**config.mk**
```make
export PLATFORM = sky130hd
export DESIGN_NAME = instr_fetch_unit_flat
export DESIGN_NICKNAME = d
export VERILOG_FILES = /design/src/rtl/fetch_pkg.sv /design/src/rtl/instr_fetch_unit_if.sv /design/src/rtl/fetch_fifo.sv /design/src/rtl/instr_fetch_unit.sv /design/src/flat_wrapper.sv
export SDC_FILE = /design/constraint.sdc
export NUM_CORES = 1
export LEC_CHECK = 0
export ABC_AREA = 1
export CORE_ASPECT_RATIO = 0.8
export CORE_UTILIZATION = 57
export DETAILED_ROUTE_END_ITERATION = 8
export PLACE_DENSITY_LB_ADDON = 0.1
export SYNTH_ARGS = -nofsm -noshare
export SYNTH_HDL_FRONTEND = slang
export SYNTH_SLANG_ARGS = --single-unit
```
**constraint.sdc**
```tcl
create_clock -name clk -period 11.6 [get_ports clk]
set_input_delay 3.48 -clock clk [delete_from_list [all_inputs] [get_ports clk]]
set_output_delay 3.48 -clock clk [all_outputs]
set_load 0.005 [all_outputs]
```
**src/rtl/fetch_pkg.sv**
```systemverilog
// Shared types for the instruction fetch slice: FSM states and the FIFO entry.
// No logic, so there is no latency to describe.
// Carries no handshake, so there is no backpressure to describe.
package fetch_pkg;

    localparam int INSTR_W = 32;
    localparam int ADDR_W  = 32;

    typedef enum logic [1:0] {
        BOOT = 2'd0,
        RUN  = 2'd1,
        HALT = 2'd2
    } fetch_state_t;

    typedef struct packed {
        logic [ADDR_W-1:0]  pc;
        logic [INSTR_W-1:0] instr;
    } fetch_entry_t;

endpackage

```
**src/rtl/instr_fetch_unit_if.sv**
```systemverilog
// Bundles the fetch unit's memory, control and decode-facing signals.
// Wires only, so there is no latency of its own.
// Decode backpressures through out_ready; the memory offers no backpressure.
interface instr_fetch_unit_if;
    import fetch_pkg::*;

    logic [ADDR_W-1:0]  imem_addr;
    logic               imem_rd_en;
    logic [INSTR_W-1:0] imem_instr;
    logic               imem_ready;
    logic               redirect_valid;
    logic [ADDR_W-1:0]  redirect_pc;
    logic               halt_req;
    logic               out_valid;
    logic [INSTR_W-1:0] out_instr;
    logic [ADDR_W-1:0]  out_pc;
    logic               out_ready;
    logic               halted;

    modport master (
        output imem_addr, imem_rd_en,
        input  imem_instr, imem_ready,
        input  redirect_valid, redirect_pc, halt_req,
        output out_valid, out_instr, out_pc,
        input  out_ready,
        output halted
    );

    modport slave (
        input  imem_addr, imem_rd_en,
        output imem_instr, imem_ready,
        output redirect_valid, redirect_pc, halt_req,
        input  out_valid, out_instr, out_pc,
        output out_ready,
        input  halted
    );

endinterface

```
**src/rtl/fetch_fifo.sv**
```systemverilog
// Show-ahead FIFO with synchronous flush; the head is visible combinationally.
// Latency: a push shows up on dout the cycle after it is written.
// Backpressure: a push when full is dropped unless a pop frees a slot that cycle.
module fetch_fifo #(
    parameter int DEPTH = 2,
    parameter int WIDTH = 64
) (
    input  logic                     clk,
    input  logic                     rst,
    input  logic                     push,
    input  logic                     pop,
    input  logic                     flush,
    input  logic [WIDTH-1:0]         din,
    output logic [WIDTH-1:0]         dout,
    output logic [$clog2(DEPTH):0]   count,
    output logic                     empty
);

    localparam int AW = $clog2(DEPTH);
    localparam logic [AW:0] DEPTH_C = (AW+1)'(DEPTH);

    logic [WIDTH-1:0] mem [DEPTH];
    logic [AW-1:0]    wr_ptr;
    logic [AW-1:0]    rd_ptr;
    logic             do_push;
    logic             do_pop;

    assign empty   = (count == '0);
    assign do_pop  = pop & ~empty;
    assign do_push = push & ((count < DEPTH_C) | do_pop);
    assign dout    = mem[rd_ptr];

    always_ff @(posedge clk or posedge rst) begin
        if (rst) begin
            wr_ptr <= '0;
            rd_ptr <= '0;
            count  <= '0;
            for (int i = 0; i < DEPTH; i++) begin
                mem[i] <= '0;
            end
        end else if (flush) begin
            wr_ptr <= '0;
            rd_ptr <= '0;
            count  <= '0;
        end else begin
            if (do_push) begin
                mem[wr_ptr] <= din;
                wr_ptr      <= wr_ptr + 1'b1;
            end
            if (do_pop) begin
                rd_ptr <= rd_ptr + 1'b1;
            end
            case ({do_push, do_pop})
                2'b10:   count <= count + 1'b1;
                2'b01:   count <= count - 1'b1;
                default: count <= count;
            endcase
        end
    end

endmodule

```
**src/rtl/instr_fetch_unit.sv**
```systemverilog
// Instruction fetch: issues word reads at pc and queues {pc, instr} for decode.
// Latency: issue in N, push in N+1, out_valid in N+2; one instruction per cycle sustained.
// Backpressure: issue stalls when the FIFO plus the outstanding read would exceed DEPTH.
module instr_fetch_unit
    import fetch_pkg::*;
#(
    parameter logic [31:0] RESET_PC = 32'h0,
    parameter logic [31:0] PC_INC   = 32'd1,
    parameter int          DEPTH    = 2
) (
    input  logic              clk,
    input  logic              rst,
    instr_fetch_unit_if.master bus
);

    localparam int CW = $clog2(DEPTH) + 1;
    localparam logic [CW:0] DEPTH_C = (CW+1)'(DEPTH);

    fetch_state_t      state;
    logic [ADDR_W-1:0] pc;
    logic [ADDR_W-1:0] pend_pc;
    logic              inflight;

    logic [CW-1:0]     count;
    logic              empty;
    logic              pop;
    logic              push;
    logic              issue;
    logic              space;
    logic [CW:0]       occ;
    fetch_entry_t      head;
    fetch_entry_t      push_entry;

    assign pop = ~empty & bus.out_ready;

    // Occupancy once the outstanding read lands, net of this cycle's pop.
    assign occ   = {1'b0, count} + {{CW{1'b0}}, inflight} - {{CW{1'b0}}, pop};
    assign space = (occ < DEPTH_C);
    assign issue = (state == RUN) & ~bus.halt_req & ~bus.redirect_valid & space;

    // A response with no read outstanding is a protocol error and is dropped.
    assign push             = bus.imem_ready & inflight & ~bus.redirect_valid;
    assign push_entry.pc    = pend_pc;
    assign push_entry.instr = bus.imem_instr;

    always_ff @(posedge clk or posedge rst) begin
        if (rst) begin
            state    <= BOOT;
            pc       <= RESET_PC;
            pend_pc  <= '0;
            inflight <= 1'b0;
        end else begin
            inflight <= issue;
            if (issue) begin
                pend_pc <= pc;
            end
            if (bus.redirect_valid) begin
                pc <= bus.redirect_pc;
            end else if (issue) begin
                pc <= pc + PC_INC;
            end
            case (state)
                BOOT:    state <= RUN;
                RUN:     if (bus.halt_req)  state <= HALT;
                HALT:    if (!bus.halt_req) state <= RUN;
                default: state <= BOOT;
            endcase
        end
    end

    fetch_fifo #(
        .DEPTH (DEPTH),
        .WIDTH ($bits(fetch_entry_t))
    ) u_fifo (
        .clk   (clk),
        .rst   (rst),
        .push  (push),
        .pop   (pop),
        .flush (bus.redirect_valid),
        .din   (push_entry),
        .dout  (head),
        .count (count),
        .empty (empty)
    );

    assign bus.imem_rd_en = issue;
    assign bus.imem_addr  = pc;
    assign bus.out_valid  = ~empty;
    assign bus.out_pc     = head.pc;
    assign bus.out_instr  = head.instr;
    assign bus.halted     = (state == HALT) & ~inflight;

endmodule

```
**src/flat_wrapper.sv**
```systemverilog
// flat-port wrapper written by rule: the top's interface ports become plain ports
module instr_fetch_unit_flat import fetch_pkg::*;
#(
    parameter logic [31:0] RESET_PC = 32'h0,
    parameter logic [31:0] PC_INC   = 32'd1,
    parameter int          DEPTH    = 2
)
  (clk, rst, bus_imem_addr, bus_imem_rd_en, bus_imem_instr, bus_imem_ready, bus_redirect_valid, bus_redirect_pc, bus_halt_req, bus_out_valid, bus_out_instr, bus_out_pc, bus_out_ready, bus_halted);
  instr_fetch_unit_if bus_i ();
  input  logic clk;
  input  logic rst;
  output wire logic [$bits(bus_i.imem_addr)-1:0] bus_imem_addr;
  output wire logic [$bits(bus_i.imem_rd_en)-1:0] bus_imem_rd_en;
  input wire logic [$bits(bus_i.imem_instr)-1:0] bus_imem_instr;
  input wire logic [$bits(bus_i.imem_ready)-1:0] bus_imem_ready;
  input wire logic [$bits(bus_i.redirect_valid)-1:0] bus_redirect_valid;
  input wire logic [$bits(bus_i.redirect_pc)-1:0] bus_redirect_pc;
  input wire logic [$bits(bus_i.halt_req)-1:0] bus_halt_req;
  output wire logic [$bits(bus_i.out_valid)-1:0] bus_out_valid;
  output wire logic [$bits(bus_i.out_instr)-1:0] bus_out_instr;
  output wire logic [$bits(bus_i.out_pc)-1:0] bus_out_pc;
  input wire logic [$bits(bus_i.out_ready)-1:0] bus_out_ready;
  output wire logic [$bits(bus_i.halted)-1:0] bus_halted;
  assign bus_imem_addr = bus_i.imem_addr;
  assign bus_imem_rd_en = bus_i.imem_rd_en;
  assign bus_i.imem_instr = bus_imem_instr;
  assign bus_i.imem_ready = bus_imem_ready;
  assign bus_i.redirect_valid = bus_redirect_valid;
  assign bus_i.redirect_pc = bus_redirect_pc;
  assign bus_i.halt_req = bus_halt_req;
  assign bus_out_valid = bus_i.out_valid;
  assign bus_out_instr = bus_i.out_instr;
  assign bus_out_pc = bus_i.out_pc;
  assign bus_i.out_ready = bus_out_ready;
  assign bus_halted = bus_i.halted;
  instr_fetch_unit #(.RESET_PC(RESET_PC), .PC_INC(PC_INC), .DEPTH(DEPTH)) u_core (.clk(clk), .rst(rst), .bus(bus_i));
endmodule
```
==> key figures, run 1 <==
Place
  – DP Cell Count: 1594
  – GPL Wtd Cong: roughly 0.85
  – DP HPWL: ~15 mm
  – Port Buffers: 168

Timing
  – Final hold viol count: 0
  – Fin crit share: 0.8552
  – TNS Setup: 0 ps
  – Endpoints failing setup: 0
  – Fin Clk Skew: 5.543 ps
  – Max Fclk: 100.8 MHz
  – Slew HR: 0.2237
  – Max Transition Viols Final: 0
  – Tmin final: ~10000 ps
  – Worst slew pin tran: ~1200 ps
  – RSZ-0062 raised after global routing: no

Clock network
  – CTS resizes: 0
  – Sink Count: about 200
  – Longest Clk Path Bufs: 2
  – TritonCTS clock tree: done
  – H-tree depth: 4
  – Root Buffer: clkbuf_16
  – Number of CTS-inserted buffers: 17
  – Clk_lat worst skew: 430 ps
  – Post-CTS Repair Setup Buffers: 0
  – Worst-path clk slew: 70 ps
  – Cts hold-fix bufs: 0

Finish
  – Filler cells: 1377
  – Diodes inserted: 0
  – Commonest non-fill, non-tap cell in the layout: nand2_1
  – Non-Filler Instances: 1626
  – Share of cells above drive strength 1: 0.04979
  – Final #Nets: 1466
  – Area Growth Syn to Fin: 22.93%
  – Commonest non-fill, non-tap cells in the layout: 457 x nand2_1, 207 x o21ai_0, 198 x dfrtp_1

Die
  – Starting Density: 0.5844
  – Placement Rows: 42
  – Core area: 0.01655 sq mm
  – # IOs: 169
  – Die outline width: roughly 150 um
  – Die Ht: roughly 120 um
  – Die area: 0.01750 sq mm

Global route
  – GR Util All Layers: 0.2884
  – Pin count of the biggest net entering global routing: 129
  – Initial antenna violation count: 0
  – Vias in the first global route: 8108
  – Gr ovfl total: 0
  – First-pass GRT wire length: 39.93 mm

Synthesis
  – Post-Syn Nets: 1337
  – Yosys warning count: 0
  – Avg Cell Area, Syn: 7.653 sq um
  – Sequential fraction of the synthesis area: 0.5148
  – Post-Syn Instances: roughly 1300
  – Mapped Area: 0.009673 sq mm
  – Distinct cells, synth: 32
  – Flops & latches, synth: 199

Power
  – Leakage power: 0.005797 uW
  – PwrDens: 199.9 mW/mm^2
  – VDD IR max: between 0.0001 and 0.00015 V

Drt
  – DRT iter0 DRCs: 834
  – Router iterations before antenna repair: 6
  – DRC: 0
  – Routed Antenna Nets: 0
  – Vias per std cell: 5.288
  – Wire per inst: ~15 um
  – Via count: 8599
  – Detailed Route WL: between 20 and 25 mm

Flow run
  – Total of max-cap violations: 0

Critical path
  – Nature of the critical path startpoint: primary input
  – Reg2reg path depth: 13
  – WP data required: 8120 ps
  – Crit Path Max Fanout: 5
  – Critical setup path kind: primary input to primary output
  – Endpoint type of the worst setup path: primary output
  – Arr. time, crit path: 6440 ps

Min path
  – Hold path cells: 2
  – Worst hold path class: flop to flop

Run status
  – Status: complete, no violations
cell families (layout without fill, tap and decap cells):
logic type | count (synthesis) | in the layout | share of synthesized area
simple gates | 615 | 615 | 0.2575
flops | 199 | 199 | 0.5148
xor+xnor | 6 | 6 | 0.005433
buf+inv | 206 | 348 | 0.09171
fa+ha+maj | 3 | 3 | 0.004656
compound gates | 235 | 235 | 0.1259
worst paths after layout:
kind | to | slack, ps | from
setup / recovery | bus_imem_rd_en | 1680 | bus_out_ready
hold / removal | u_core.u_fifo.mem[22]$_DFFE_PP0P_ | 480 | u_core.u_fifo.mem[22]$_DFFE_PP0P_
setup reg to reg | u_core.bus.imem_addr[4]$_DFFE_PP0P_ | 7850 | u_core.u_fifo.count[1]$_DFFE_PP0P_
hold reg to reg | u_core.u_fifo.mem[22]$_DFFE_PP0P_ | 480 | u_core.u_fifo.mem[22]$_DFFE_PP0P_
max in group asynchronous | u_core.u_fifo.rd_ptr$_DFFE_PP0P_ | 6340 | rst
min in group asynchronous | u_core.u_fifo.mem[95]$_DFFE_PP0P_ | 3610 | rst
state kept, by name (all words and copies together) (netlist names):
name / cells
u_core.bus.imem_addr: 32
u_core.inflight: 1
u_core.pend_pc: 32
u_core.state: 2
u_core.u_fifo.count: 2
u_core.u_fifo.mem: 128
u_core.u_fifo.rd_ptr: 1
u_core.u_fifo.wr_ptr: 1
through the flow:
stage	hold slack (ps)	total power, uW	setup WS [ps]	instance area, sq um	util
after global placement	464.6	1798	1784	11350	0.6856
after CTS	487.8	2391	1686	11890	0.7184
after detailed placement	471.7	1829	1721	11350	0.6856
after global routing	505.6	2535	1500	11890	0.7184
after floorplan	448.6	1390	2694	9673	-
final	484.4	2378	1680	11890	0.7184
synth_stat cells:
cell type    n  area, sq um
o211ai_1     5        37.54
xor2_1       4        35.03
a22oi_1      1        7.510
clkinv_4     1        8.760
nand3_1     70        350.3
buf_4       11        82.58
a21oi_1      3        15.01
o21ai_2      7        61.31
nand2_1    457         1715
or2_2        2        12.51
nand2_2      3        18.77
fa_1         1        20.02
nand3_2      1        10.01
o21ai_0    207         1036
inv_1      136        510.5
nand2_4      1        11.26
inv_2        3        11.26
dfrtp_1    199         4980
buf_1        2        7.510
nor2_1      61        229.0
buf_2       18        90.09
nand3b_1     2        15.01
o21ai_1     12        60.06
ha_1         2        25.02
xnor2_1      2        17.52
clkbuf_1    29        108.9
nand4_1      1        6.260
buf_6        6        67.56
nor3_1       3        15.01
nor2_4       4        45.04
nor2_2       9        56.30
and2_1       1        6.260
critical path, stage by stage:
cell and delay (ps):
clkdlybuf4s50_1 480, inv_1 60, a21oi_1 320, ha_1 310
or2_2 310, fa_1 530, inv_1 50, nor2_1 70
nand3_1 130, nor2_4 180, clkdlybuf4s50_1 520
per-layer routing:
layer	global-route usage	share of wire	routed length, um	vias up
met5	0	0	0	-
met4	0.06057	0.0072	172	0
met3	0.06178	0.085	2030	16
met2	0.4216	0.44	10500	334
met1	0.4412	0.47	11090	4038
li1	-	-	-	4211
where the power goes:
part	switching [uW]	total, uW	internal (uW)	leakage [uW]
clock network	258	555	296	0.000269
logic	397	805	408	0.00307
registers	127	1020	891	0.00245
cell type report:
class | instances | area, sq um | share of cell area
Tap cell | 220 | 275.3 | 0.02315
Sequential cell | 199 | 4984 | 0.4191
Timing Repair Buffer | 176 | 1742 | 0.1465
Clock buffer | 20 | 436.7 | 0.03672
Inverter | 140 | 538.0 | 0.04524
Clock inverter | 12 | 105.1 | 0.008838
Multi-Input combinational cell | 859 | 3811 | 0.3205
(Power assumes the default switching activity.)
==> run 2, diff against run 1 <==
--- a/config.mk
+++ b/config.mk
@@ -8,6 +8,7 @@
 export ABC_AREA = 1
 export CORE_ASPECT_RATIO = 0.8
 export CORE_UTILIZATION = 57
+export CTS_CLUSTER_DIAMETER = 150
 export DETAILED_ROUTE_END_ITERATION = 8
 export PLACE_DENSITY_LB_ADDON = 0.1
 export SYNTH_ARGS = -nofsm -noshare
==> results of run 2 <==
The final DEF is identical to that of run 1; final timing and power are the same.
==> run 3, diff against run 2 <==
--- a/config.mk
+++ b/config.mk
@@ -6,8 +6,9 @@
 export NUM_CORES = 1
 export LEC_CHECK = 0
 export ABC_AREA = 1
+export CAP_MARGIN = 5
 export CORE_ASPECT_RATIO = 0.8
-export CORE_UTILIZATION = 57
+export CORE_UTILIZATION = 48
 export CTS_CLUSTER_DIAMETER = 150
 export DETAILED_ROUTE_END_ITERATION = 8
 export PLACE_DENSITY_LB_ADDON = 0.1
==> constraint.sdc (replaced) <==
create_clock -name clk -period 8.7 [get_ports clk]
set_input_delay 2.61 -clock clk [delete_from_list [all_inputs] [get_ports clk]]
set_output_delay 2.61 -clock clk [all_outputs]
set_load 0.005 [all_outputs]
==> run 3 against run 2 <==
  * Sequential share of layout area decreased by 0.41 points
  * Critical path type unchanged
  * Hold slack lost 0.82 ps
  * Wire length rose by 0.47%
  * First-iteration DRC count fell by 18%
  * Largest power group unchanged
==> key figures, run 3 (synthesis results as in run 1) <==
Power
  – Flop pwr share: 0.420 (-0.008)
  – PwrDens: 269.0 mW/mm^2 (+35%)
  – Clock share of power: 0.251 (+0.018)
  – VDD IR max: 0.0001191 V (+6.3%)
  – Switching Fraction: 0.3282 (-0.001176)
  – Tot Pwr: 3230 uW (+36%)
  – Leakage power: 0.005816 uW (+0.34%)
  – Switching Power: 1060 uW (+35%)
  – Power Internal: 2170 uW (+36%)
  – Part of the power in combinational logic: 0.329 (-0.010)

Die
  – Core area: 0.01980 sq mm (+20%)
  – Placement Rows: 46 (+9.5%)
  – Die area: 0.02073 sq mm (+18%)
  – Die outline width: 160.7 um (+8.9%)
  – # IOs: 169 (unchanged)
  – Die Ht: 129.0 um (+8.8%)
  – Starting Density: 0.4886 (-0.09579)

Critical path
  – WP data required: 6090 ps (-2030 ps)
  – Worst r2r dst: u_core.bus.imem_addr[2]$_DFFE_PP0P_
  – Arr. time, crit path: 5500 ps (-940 ps)
  – Nature of the critical path startpoint: primary input
  – Crit Path Max Fanout: 5 (unchanged)
  – Critical setup path kind: primary input to primary output
  – Worst r2r src: u_core.u_fifo.count[1]$_DFFE_PP0P_
  – Reg2reg setup slack: 5010 ps (-2840 ps)
  – Reg2reg path depth: 13 (unchanged)
  – Endpoint type of the worst setup path: primary output

Timing
  – Tmin final: approximately 8100 ps
  – RSZ-0062 raised after global routing: no
  – Max Fclk: roughly 120 MHz
  – Fin Clk Skew: 8.283 ps (+2.740 ps)
  – Hold Slack: 483.6 ps (-0.8170 ps)
  – Worst slew pin tran: 1153 ps (-10.94 ps)
  – Final hold viol count: 0 (unchanged)
  – Max Transition Viols Final: 0 (unchanged)
  – Endpoints failing setup: 0 (unchanged)
  – Fin crit share: 0.9323
  – TNS Setup: 0 ps (unchanged)
  – Slew HR: 0.2310 (+0.007297)

Global route
  – Initial antenna violation count: 0 (unchanged)
  – Vias in the first global route: 7597 (-6.3%)
  – First-pass GRT wire length: 39.39 mm (-1.4%)
  – Gr ovfl total: 0 (unchanged)
  – Pin count of the biggest net entering global routing: 144 (+12%)
  – GR Util All Layers: 0.2406 (-0.04786)

Drt
  – DRC: 0 (unchanged)
  – Vias per std cell: 5.008 (-5.3%)
  – Router iterations before antenna repair: 6 (unchanged)
  – Routed Antenna Nets: 0 (unchanged)
  – Detailed Route WL: 23.91 mm (+0.47%)
  – Wire per inst: 14.32 um (-2.2%)
  – Via count: 8363 (-2.7%)
  – DRT iter0 DRCs: 686 (-18%)

Clock network
  – H-tree depth: 4 (unchanged)
  – Sink Count: 199 (unchanged)
  – TritonCTS clock tree: done
  – Longest Clk Path Bufs: 2 (unchanged)
  – Number of CTS-inserted buffers: 17 (unchanged)
  – Clk_lat worst skew: 440 ps (about the same)
  – Root Buffer: clkbuf_16
  – CTS resizes: 0 (unchanged)
  – Cts hold-fix bufs: 0 (unchanged)
  – Worst-path clk slew: 70 ps (about the same)
  – Post-CTS Repair Setup Buffers: 0 (unchanged)

Place
  – Port Buffers: 168 (unchanged)
  – DP HPWL: 15.13 mm (+0.43%)
  – Placed instance area: 0.01140 sq mm (+0.49%)
  – GPL Wtd Cong: 0.8530 (+0.42%)
  – DP Cell Count: 1638 (+2.8%)

Finish
  – Most flops, register: u_core.u_fifo.mem
  – Share of cells above drive strength 1: 0.05192 (+0.002134)
  – Commonest non-fill, non-tap cells in the layout: 457 x nand2_1, 207 x o21ai_0, 198 x dfrtp_1
  – Largest register FFs: 128 (unchanged)
  – Non-Filler Instances: 1670 (+2.7%)
  – Final #Nets: 1466 (unchanged)
  – Diodes inserted: 0 (unchanged)
  – Commonest non-fill, non-tap cell in the layout: nand2_1
  – Area Growth Syn to Fin: 24.15%
  – Final instance area: 0.01201 sq mm (+0.99%)

Run status
  – Status: complete, no violations

Min path
  – Worst hold path class: flop to flop
  – Hold path cells: 2 (unchanged)
  – WHS Endpoint: u_core.u_fifo.mem[22]$_DFFE_PP0P_
  – Hold_sp: u_core.u_fifo.mem[22]$_DFFE_PP0P_

Flow run
  – Total of max-cap violations: 0 (unchanged)
[run 3: cell count changes in the layout (fill, tap and decap cells not counted), sizes merged]
cell      before  now
clkinv        10    5
inv          140  144
clkbuf        20   18
clkinvlp       1    3
bufinv         1    2
[run 3: layout make-up]
class	count	area (sq um)
inverters	140	538.0
well taps	264	330.3
clock buffers	18	439.2
fillers	1856	7790
multi-input cells	859	3811
flip-flops and latches	199	4984
clock inverters	14	165.2
repair buffers	176	1742
[run 3: worst max-delay path by stage]
stage,start,to,slack (ps),cells past startpoint
after global routing,bus_out_ready,bus_imem_rd_en,380,11
after global placement,bus_out_ready,bus_imem_rd_en,620,11
after floorplan,rst,u_core.bus.imem_addr[0]$_DFFE_PP0P_,660,1
after CTS,bus_out_ready,bus_imem_rd_en,560,11
final,bus_out_ready,bus_imem_rd_en,590,11
after detailed placement,bus_out_ready,bus_imem_rd_en,570,11
[run 3: routing by layer]
| metal | track usage | up-vias | part of all wire | wire [um] |
|---|---|---|---|---|
| met4 | 0.04661 | 0 | 0.0074 | 178 |
| li1 | - | 4214 | - | - |
| met5 | 0 | - | 0 | 0 |
| met1 | 0.3711 | 3902 | 0.51 | 12240 |
| met2 | 0.3524 | 231 | 0.43 | 10180 |
| met3 | 0.04578 | 16 | 0.055 | 1314 |
[run 3: power groups by stage]
stage	Clock (uW)	Combinational, uW	Sequential (uW)
floorplan	0	534	1320
global placement	0	1050	1360
detailed placement	0	1070	1370
CTS	827	1080	1360
global route	862	1200	1390
finish	811	1060	1360
[run 3: critical path, cell delays in order]
cell             delay (ps)
clkdlybuf4s50_1         480
inv_1                    60
a21oi_1                 300
ha_1                    290
or2_2                   310
fa_1                    530
inv_1                    40
nor2_1                   80
nand3_1                 120
nor2_4                  160
clkdlybuf4s50_1         520
[run 3: per-stage QoR]
step | setup slack (ps) | util
6_report | 589.0 | 0.6065
5_1_grt | 378.0 | 0.6065
4_1_cts | 561.2 | 0.6065
3_5_place_dp | 574.7 | 0.5760
3_3_place_gp | 621.5 | 0.5760
2_1_floorplan | 664.3 | -
